===== src/rtl/serial_word_receiver_if.sv =====
// Link between the serial receiver and its environment: serial bit stream in,
// parallel word out over a valid/ready handshake, plus status pulses.
interface serial_word_receiver_if #(
    parameter int WIDTH = 4
);
    logic             serial_in;
    logic             bit_valid;
    logic             dir;
    logic             out_ready;
    logic [WIDTH-1:0] parallel_out;
    logic             out_valid;
    logic             busy;
    logic             frame_err;
    logic             overrun;

    // Handshake: a word transfers on any active edge where out_valid and
    // out_ready are both 1; out_valid never drops before that transfer.
    modport master (
        output serial_in, bit_valid, dir, out_ready,
        input  parallel_out, out_valid, busy, frame_err, overrun
    );

    modport slave (
        input  serial_in, bit_valid, dir, out_ready,
        output parallel_out, out_valid, busy, frame_err, overrun
    );
endinterface


===== src/rtl/serial_word_receiver.sv =====
// Recovers start/data/stop framed words from a strobed serial stream into a
// holding register; all state advances on the falling edge of clk.
module serial_word_receiver #(
    parameter int WIDTH = 4
) (
    input  logic                   clk,
    input  logic                   rst,
    serial_word_receiver_if.slave  link,
    output logic [1:0]             state_o
);
    localparam int CW = (WIDTH > 2) ? $clog2(WIDTH) : 1;
    localparam logic [CW-1:0] LAST = CW'(WIDTH - 1);

    typedef enum logic [1:0] {
        IDLE = 2'd0,
        DATA = 2'd1,
        STOP = 2'd2
    } state_t;

    state_t           state_q, state_d;
    logic             dir_q, dir_d;
    logic [CW-1:0]    cnt_q, cnt_d;
    logic [WIDTH-1:0] shift_q, shift_d;
    logic [WIDTH-1:0] out_q, out_d;
    logic             valid_q, valid_d;
    logic             ferr_q, ferr_d;
    logic             ovr_q, ovr_d;

    always_ff @(negedge clk or posedge rst) begin
        if (rst) begin
            state_q <= IDLE;
            dir_q   <= 1'b0;
            cnt_q   <= '0;
            shift_q <= '0;
            out_q   <= '0;
            valid_q <= 1'b0;
            ferr_q  <= 1'b0;
            ovr_q   <= 1'b0;
        end else begin
            state_q <= state_d;
            dir_q   <= dir_d;
            cnt_q   <= cnt_d;
            shift_q <= shift_d;
            out_q   <= out_d;
            valid_q <= valid_d;
            ferr_q  <= ferr_d;
            ovr_q   <= ovr_d;
        end
    end

    always_comb begin
        state_d = state_q;
        dir_d   = dir_q;
        cnt_d   = cnt_q;
        shift_d = shift_q;
        out_d   = out_q;
        valid_d = valid_q;
        ferr_d  = 1'b0;
        ovr_d   = 1'b0;

        if (valid_q && link.out_ready) begin
            valid_d = 1'b0;
        end

        if (link.bit_valid) begin
            case (state_q)
                IDLE: begin
                    if (!link.serial_in) begin
                        state_d = DATA;
                        dir_d   = link.dir;
                        cnt_d   = '0;
                        shift_d = '0;
                    end
                end
                DATA: begin
                    if (dir_q) begin
                        shift_d = {link.serial_in, shift_q[WIDTH-1:1]};
                    end else begin
                        shift_d = {shift_q[WIDTH-2:0], link.serial_in};
                    end
                    // Counter holds on the last bit so it never wraps in-frame.
                    if (cnt_q == LAST) begin
                        state_d = STOP;
                    end else begin
                        cnt_d = cnt_q + 1'b1;
                    end
                end
                STOP: begin
                    state_d = IDLE;
                    if (link.serial_in) begin
                        if (!valid_q || link.out_ready) begin
                            out_d   = shift_q;
                            valid_d = 1'b1;
                        end else begin
                            ovr_d = 1'b1;
                        end
                    end else begin
                        ferr_d = 1'b1;
                    end
                end
                default: begin
                    state_d = IDLE;
                end
            endcase
        end
    end

    assign link.parallel_out = out_q;
    assign link.out_valid    = valid_q;
    assign link.busy         = (state_q != IDLE);
    assign link.frame_err    = ferr_q;
    assign link.overrun      = ovr_q;
    assign state_o           = state_q;
endmodule


===== src/flat_wrapper.sv =====
// flat-port wrapper written by rule: the top's interface ports become plain ports
module serial_word_receiver_flat 
#(
    parameter int WIDTH = 4
)
  (clk, rst, state_o, link_serial_in, link_bit_valid, link_dir, link_out_ready, link_parallel_out, link_out_valid, link_busy, link_frame_err, link_overrun);
  serial_word_receiver_if #(.WIDTH(WIDTH)) link_i ();
  input  logic clk;
  input  logic rst;
  output logic [1:0] state_o;
  input wire logic [$bits(link_i.serial_in)-1:0] link_serial_in;
  input wire logic [$bits(link_i.bit_valid)-1:0] link_bit_valid;
  input wire logic [$bits(link_i.dir)-1:0] link_dir;
  input wire logic [$bits(link_i.out_ready)-1:0] link_out_ready;
  output wire logic [$bits(link_i.parallel_out)-1:0] link_parallel_out;
  output wire logic [$bits(link_i.out_valid)-1:0] link_out_valid;
  output wire logic [$bits(link_i.busy)-1:0] link_busy;
  output wire logic [$bits(link_i.frame_err)-1:0] link_frame_err;
  output wire logic [$bits(link_i.overrun)-1:0] link_overrun;
  assign link_i.serial_in = link_serial_in;
  assign link_i.bit_valid = link_bit_valid;
  assign link_i.dir = link_dir;
  assign link_i.out_ready = link_out_ready;
  assign link_parallel_out = link_i.parallel_out;
  assign link_out_valid = link_i.out_valid;
  assign link_busy = link_i.busy;
  assign link_frame_err = link_i.frame_err;
  assign link_overrun = link_i.overrun;
  serial_word_receiver #(.WIDTH(WIDTH)) u_core (.clk(clk), .rst(rst), .link(link_i), .state_o(state_o));
endmodule

===== config.mk =====
export PLATFORM = sky130hd
export DESIGN_NAME = serial_word_receiver_flat
export DESIGN_NICKNAME = d
export VERILOG_FILES = /design/src/rtl/serial_word_receiver_if.sv /design/src/rtl/serial_word_receiver.sv /design/src/flat_wrapper.sv
export SDC_FILE = /design/constraint.sdc
export NUM_CORES = 1
export LEC_CHECK = 0
export CORE_MARGIN = 2
export CORE_UTILIZATION = 35
export DETAILED_ROUTE_END_ITERATION = 10
export GPL_ROUTABILITY_DRIVEN = 0
export GPL_TIMING_DRIVEN = 0
export HOLD_SLACK_MARGIN = 0.05
export MAX_ROUTING_LAYER = met4
export PLACE_DENSITY = 0.56
export SLEW_MARGIN = 0
export SYNTH_ARGS = -nofsm -noshare
export SYNTH_HDL_FRONTEND = slang
export SYNTH_SLANG_ARGS = --single-unit

===== constraint.sdc =====
create_clock -name clk -period 2.1 [get_ports clk]
set_input_delay 0.315 -clock clk [delete_from_list [all_inputs] [get_ports clk]]
set_output_delay 0.315 -clock clk [all_outputs]
set_load 0.02 [all_outputs]

# After elaboration in Yosys (flattened, before gate mapping)
# Cells that the tools add are included.
# W data, S select, Z words.
dict set report totals {
  reg_bits 16
  latch_bits 0
  ramBits 0
  romBits 0
  inputBits 6
  wordCells 48
  memories 0
}
dict set report op_classes {
  addsub 1
  mul 0
  n_div 0
  magnitude_cmp 0
  eq_ne 6
  n_shift 0
  mux 21
  n_bitwise 1
  n_reduce_logical 11
}
# op count
set op_table {}
lappend op_table {{$mux W1} 12}
lappend op_table {{$reduce_and A3 Y1} 3}
lappend op_table {{$mux W2} 4}
lappend op_table {{$mux W4} 2}
lappend op_table {{$pmux W2 S2} 2}
lappend op_table {{$pmux W4 S2} 1}
lappend op_table {{$reduce_and A4 Y1} 2}
lappend op_table {{$eq A2 B2 Y1 const B} 2}
lappend op_table {{$ne A2 B2 Y1 const B} 2}
lappend op_table {{$reduce_bool A2 Y1} 2}
lappend op_table {{$add A2 B1 Y2 const B} 1}
lappend op_table {{$eq A2 B1 Y1 const B} 1}
lappend op_table {{$logic_not A2 Y1} 1}
lappend op_table {{$ne A2 B1 Y1 const B} 1}
lappend op_table {{$logic_and A1 B1 Y1} 1}
lappend op_table {{$logic_not A1 Y1} 1}
lappend op_table {{$logic_or A1 B1 Y1} 1}
lappend op_table {{$not A1 Y1} 1}

# Logic depth before layout (Yosys ltp)
dict set report depth {
  word_depth 6
  ltp_mapped 4
  mapped_depth_nobuf 4
}

==> results by group <==
Worst setup path
  – Critical path start-end classification: flip-flop to output port
  – Critical-path cell list: buf_6 -> or2_4 -> buf_6
  – Critical Path End Type: output port
  – Data arrival time of the worst path: 2.16 ns
  – R2R Setup Slk: 0.57 ns
  – Startpoint types: flip-flop
  – Reg2reg end: u_core.link.parallel_out[3]
  – CP most frequent cell: buf_6
  – CP Max Fanout: 2
  – Launch point of the worst reg-to-reg path: u_core.state_o[0]
  – CP max stage delay: 0.36 ns
  – FF-to-FF path depth: 5
  – CP max-delay cell: dfrtn_1
  – Worst path required time: 1.78 ns

Place
  – IO Port Bufs: 15
  – Dpl cells: 100
  – Post-DP HPWL: 888 um

Finish
  – Number of fill cells: 174
  – Layout cells sized above 1: 0.424
  – Post-layout util: 0.535
  – P&R area growth vs syn: 42.5%
  – Leading cell type in the layout, fill and taps excluded: dfrtn_1
  – Nets: 93
  – Most frequent cells in the layout: 16 x dfrtn_1, 10 x buf_6, 10 x buf_4
  – Antenna diodes: 0
  – Cell Count, Final, Fillers Out: 112

Hold path
  – Worst Hold Class: flip-flop to flip-flop
  – Worst hold stages: 1
  – Worst hold endpoint: u_core.cnt_q[1]
  – Worst Hold Launch: u_core.cnt_q[1]

Clock tree
  – CTS buffer count: 3
  – Clock Latency Late Sink: 0.28 ns
  – CTS tree: built
  – CTS sink cnt: 16
  – CTS H-Tree Depth: 1
  – Clock tree buffer depth: 2
  – Cts hold-fix bufs: 0
  – Reg clk slew, reported paths: 0.07 ns
  – CTS Root Cell: clkbuf_4

Route
  – DR iter-0 viols: 4
  – DRC viols: 0
  – Vias per std cell: 4.65
  – DRT antenna net count: 0
  – Drt wl/cell: 12.4 um
  – DR vias: 521
  – Pre-Repair DR Iteration Count: 2
  – Total Routed Length: 1390 um

Floorplanning
  – Ports: 16
  – Cell Rows: 16
  – Die W: 50.1 um
  – Die footprint: 0.00251 mm^2
  – Die Span Y: 50.1 um
  – Core Footprint: 0.00198 mm^2
  – Starting Density: 0.376

Yosys
  – Largest cells by area after synthesis: dfrtn_1 54%, mux2_2 6.1%, o2bb2ai_1 5.9%
  – Post-Syn Nets: 65
  – Synthesized instance count: 58
  – Syn Std Cell Area: 744 um^2
  – Area share of the largest cell type after synthesis: 0.538
  – Synthesized area per cell: 12.8 um^2
  – Biggest area consumer among synthesized cells: dfrtn_1
  – Synth Register Bits: 16
  – Sequential area share after synthesis: 0.538
  – Yosys cell types: 24
  – YS warnings: 0

Power
  – Total power draw: 1.20 mW
  – PwrDens: 1130 mW/mm^2
  – Max VDD drop: 571 uV
  – Leak: 0.543 nW

STA
  – Worst Clk Skew: 0.00454 ns
  – # setup viols final: 10
  – Slew of the pin with the lowest slew margin: 0.626 ns
  – Hold Vio Cnt, Final: 0
  – Final WS setup: -0.371 ns
  – RSZ-0062 raised after global routing: true
  – Slew Limit Fails: 0
  – Hold slack: 0.443 ns
  – Max_slew headroom: 0.582

Status
  – Run status: finished with violations
  – Failing checks: negative setup slack

Global routing
  – Vias in the first global route: 488
  – Total grt overflow: 0
  – Antenna violations before repair: 0
  – Total GRT Usage: 0.126
  – First-pass GRT wire length: 2290 um
  – Largest net degree at the start of global routing: 17

Flow run
  – # Max-Cap Violations: 0
-- layer usage --
layer  up-vias  GRT usage  wire length (um)
met1       246      0.177               695
met4         0     0.0556                15
met2         9      0.173               625
met3         2     0.0273                51
li1        264          -                 -
met5         -          -                 0
-- metrics by stage --
stage / setup TNS, ns / setup slack (ns) / area, um^2
final: -1.27 / -0.371 / 1060
after CTS: -1.58 / -0.380 / 1040
after global placement: -12.87 / -0.826 / 960
after detailed placement: -12.91 / -0.835 / 960
after floorplan: -0.414 / -0.149 / 776
after global routing: -1.70 / -0.411 / 1060
-- kinds of logic after synthesis --
| group | count (synthesis) | synth area share |
|---|---|---|
| compound gates | 10 | 0.106 |
| flops | 16 | 0.538 |
| mux | 9 | 0.129 |
| buf+inv | 5 | 0.0269 |
| simple gates | 17 | 0.183 |
| fa+ha+maj | 1 | 0.0168 |
-- state kept, by name, indices dropped and copies added (netlist names) --
| signal | cells |
|---|---|
| u_core.cnt_q | 2 |
| u_core.dir_q | 1 |
| u_core.link.frame_err | 1 |
| u_core.link.out_valid | 1 |
| u_core.link.overrun | 1 |
| u_core.link.parallel_out | 4 |
| u_core.shift_q | 4 |
| u_core.state_o | 2 |
-- critical path, delay by kind of cell (launching register included) --
family | cells | cell delay [ns]
simple gates | 1 | 0.22
buf+inv | 2 | 0.25
flops | 1 | 0.36
-- power breakdown --
part / total (mW) / internal (mW) / switching, mW / leakage (nW)
clock network: 0.203 / 0.105 / 0.0977 / 0.0210
registers: 0.475 / 0.406 / 0.0682 / 0.213
logic: 0.523 / 0.292 / 0.232 / 0.309
-- area by class of cell --
class                      count  area (um^2)  share of cell area
clock buffer                   4         36.3              0.0342
multi-input combinational     37          353               0.333
sequential                    16          400               0.377
inverter                       3         11.3              0.0106
buffer                         2         15.0              0.0142
timing repair buffer          23          211               0.199
tap                           27         33.8              0.0318
-- worst max-delay path by stage --
stage,from,slack (ns),end
floorplan,u_core.state_o[1],-0.15,link_busy
global placement,link_serial_in,-0.83,u_core.link.parallel_out[0]
detailed placement,link_serial_in,-0.83,u_core.link.parallel_out[3]
CTS,u_core.state_o[0],-0.38,link_busy
global route,u_core.state_o[0],-0.41,link_busy
finish,u_core.state_o[0],-0.37,link_busy
-- Yosys cell counts, drive strengths merged --
cell type	instances
mux2	5
nand3	1
nor2b	2
o22ai	1
o2bb2ai	5
nand4b	1
nor3b	1
nor2	1
dfrtn	16
inv	3
a22o	1
nor4b	1
buf	2
a21o	2
nand4	1
or2	1
nand2	5
nand2b	2
nor3	1
ha	1
o21ai	1
mux2i	4
-- timing repair --
action	in CTS	in global routing
pin swaps	1	0
gates cloned	0	0
resized for setup	68	4
setup endpoints to repair	23	11
setup buffers	5	3
(Power assumes the default switching activity.)
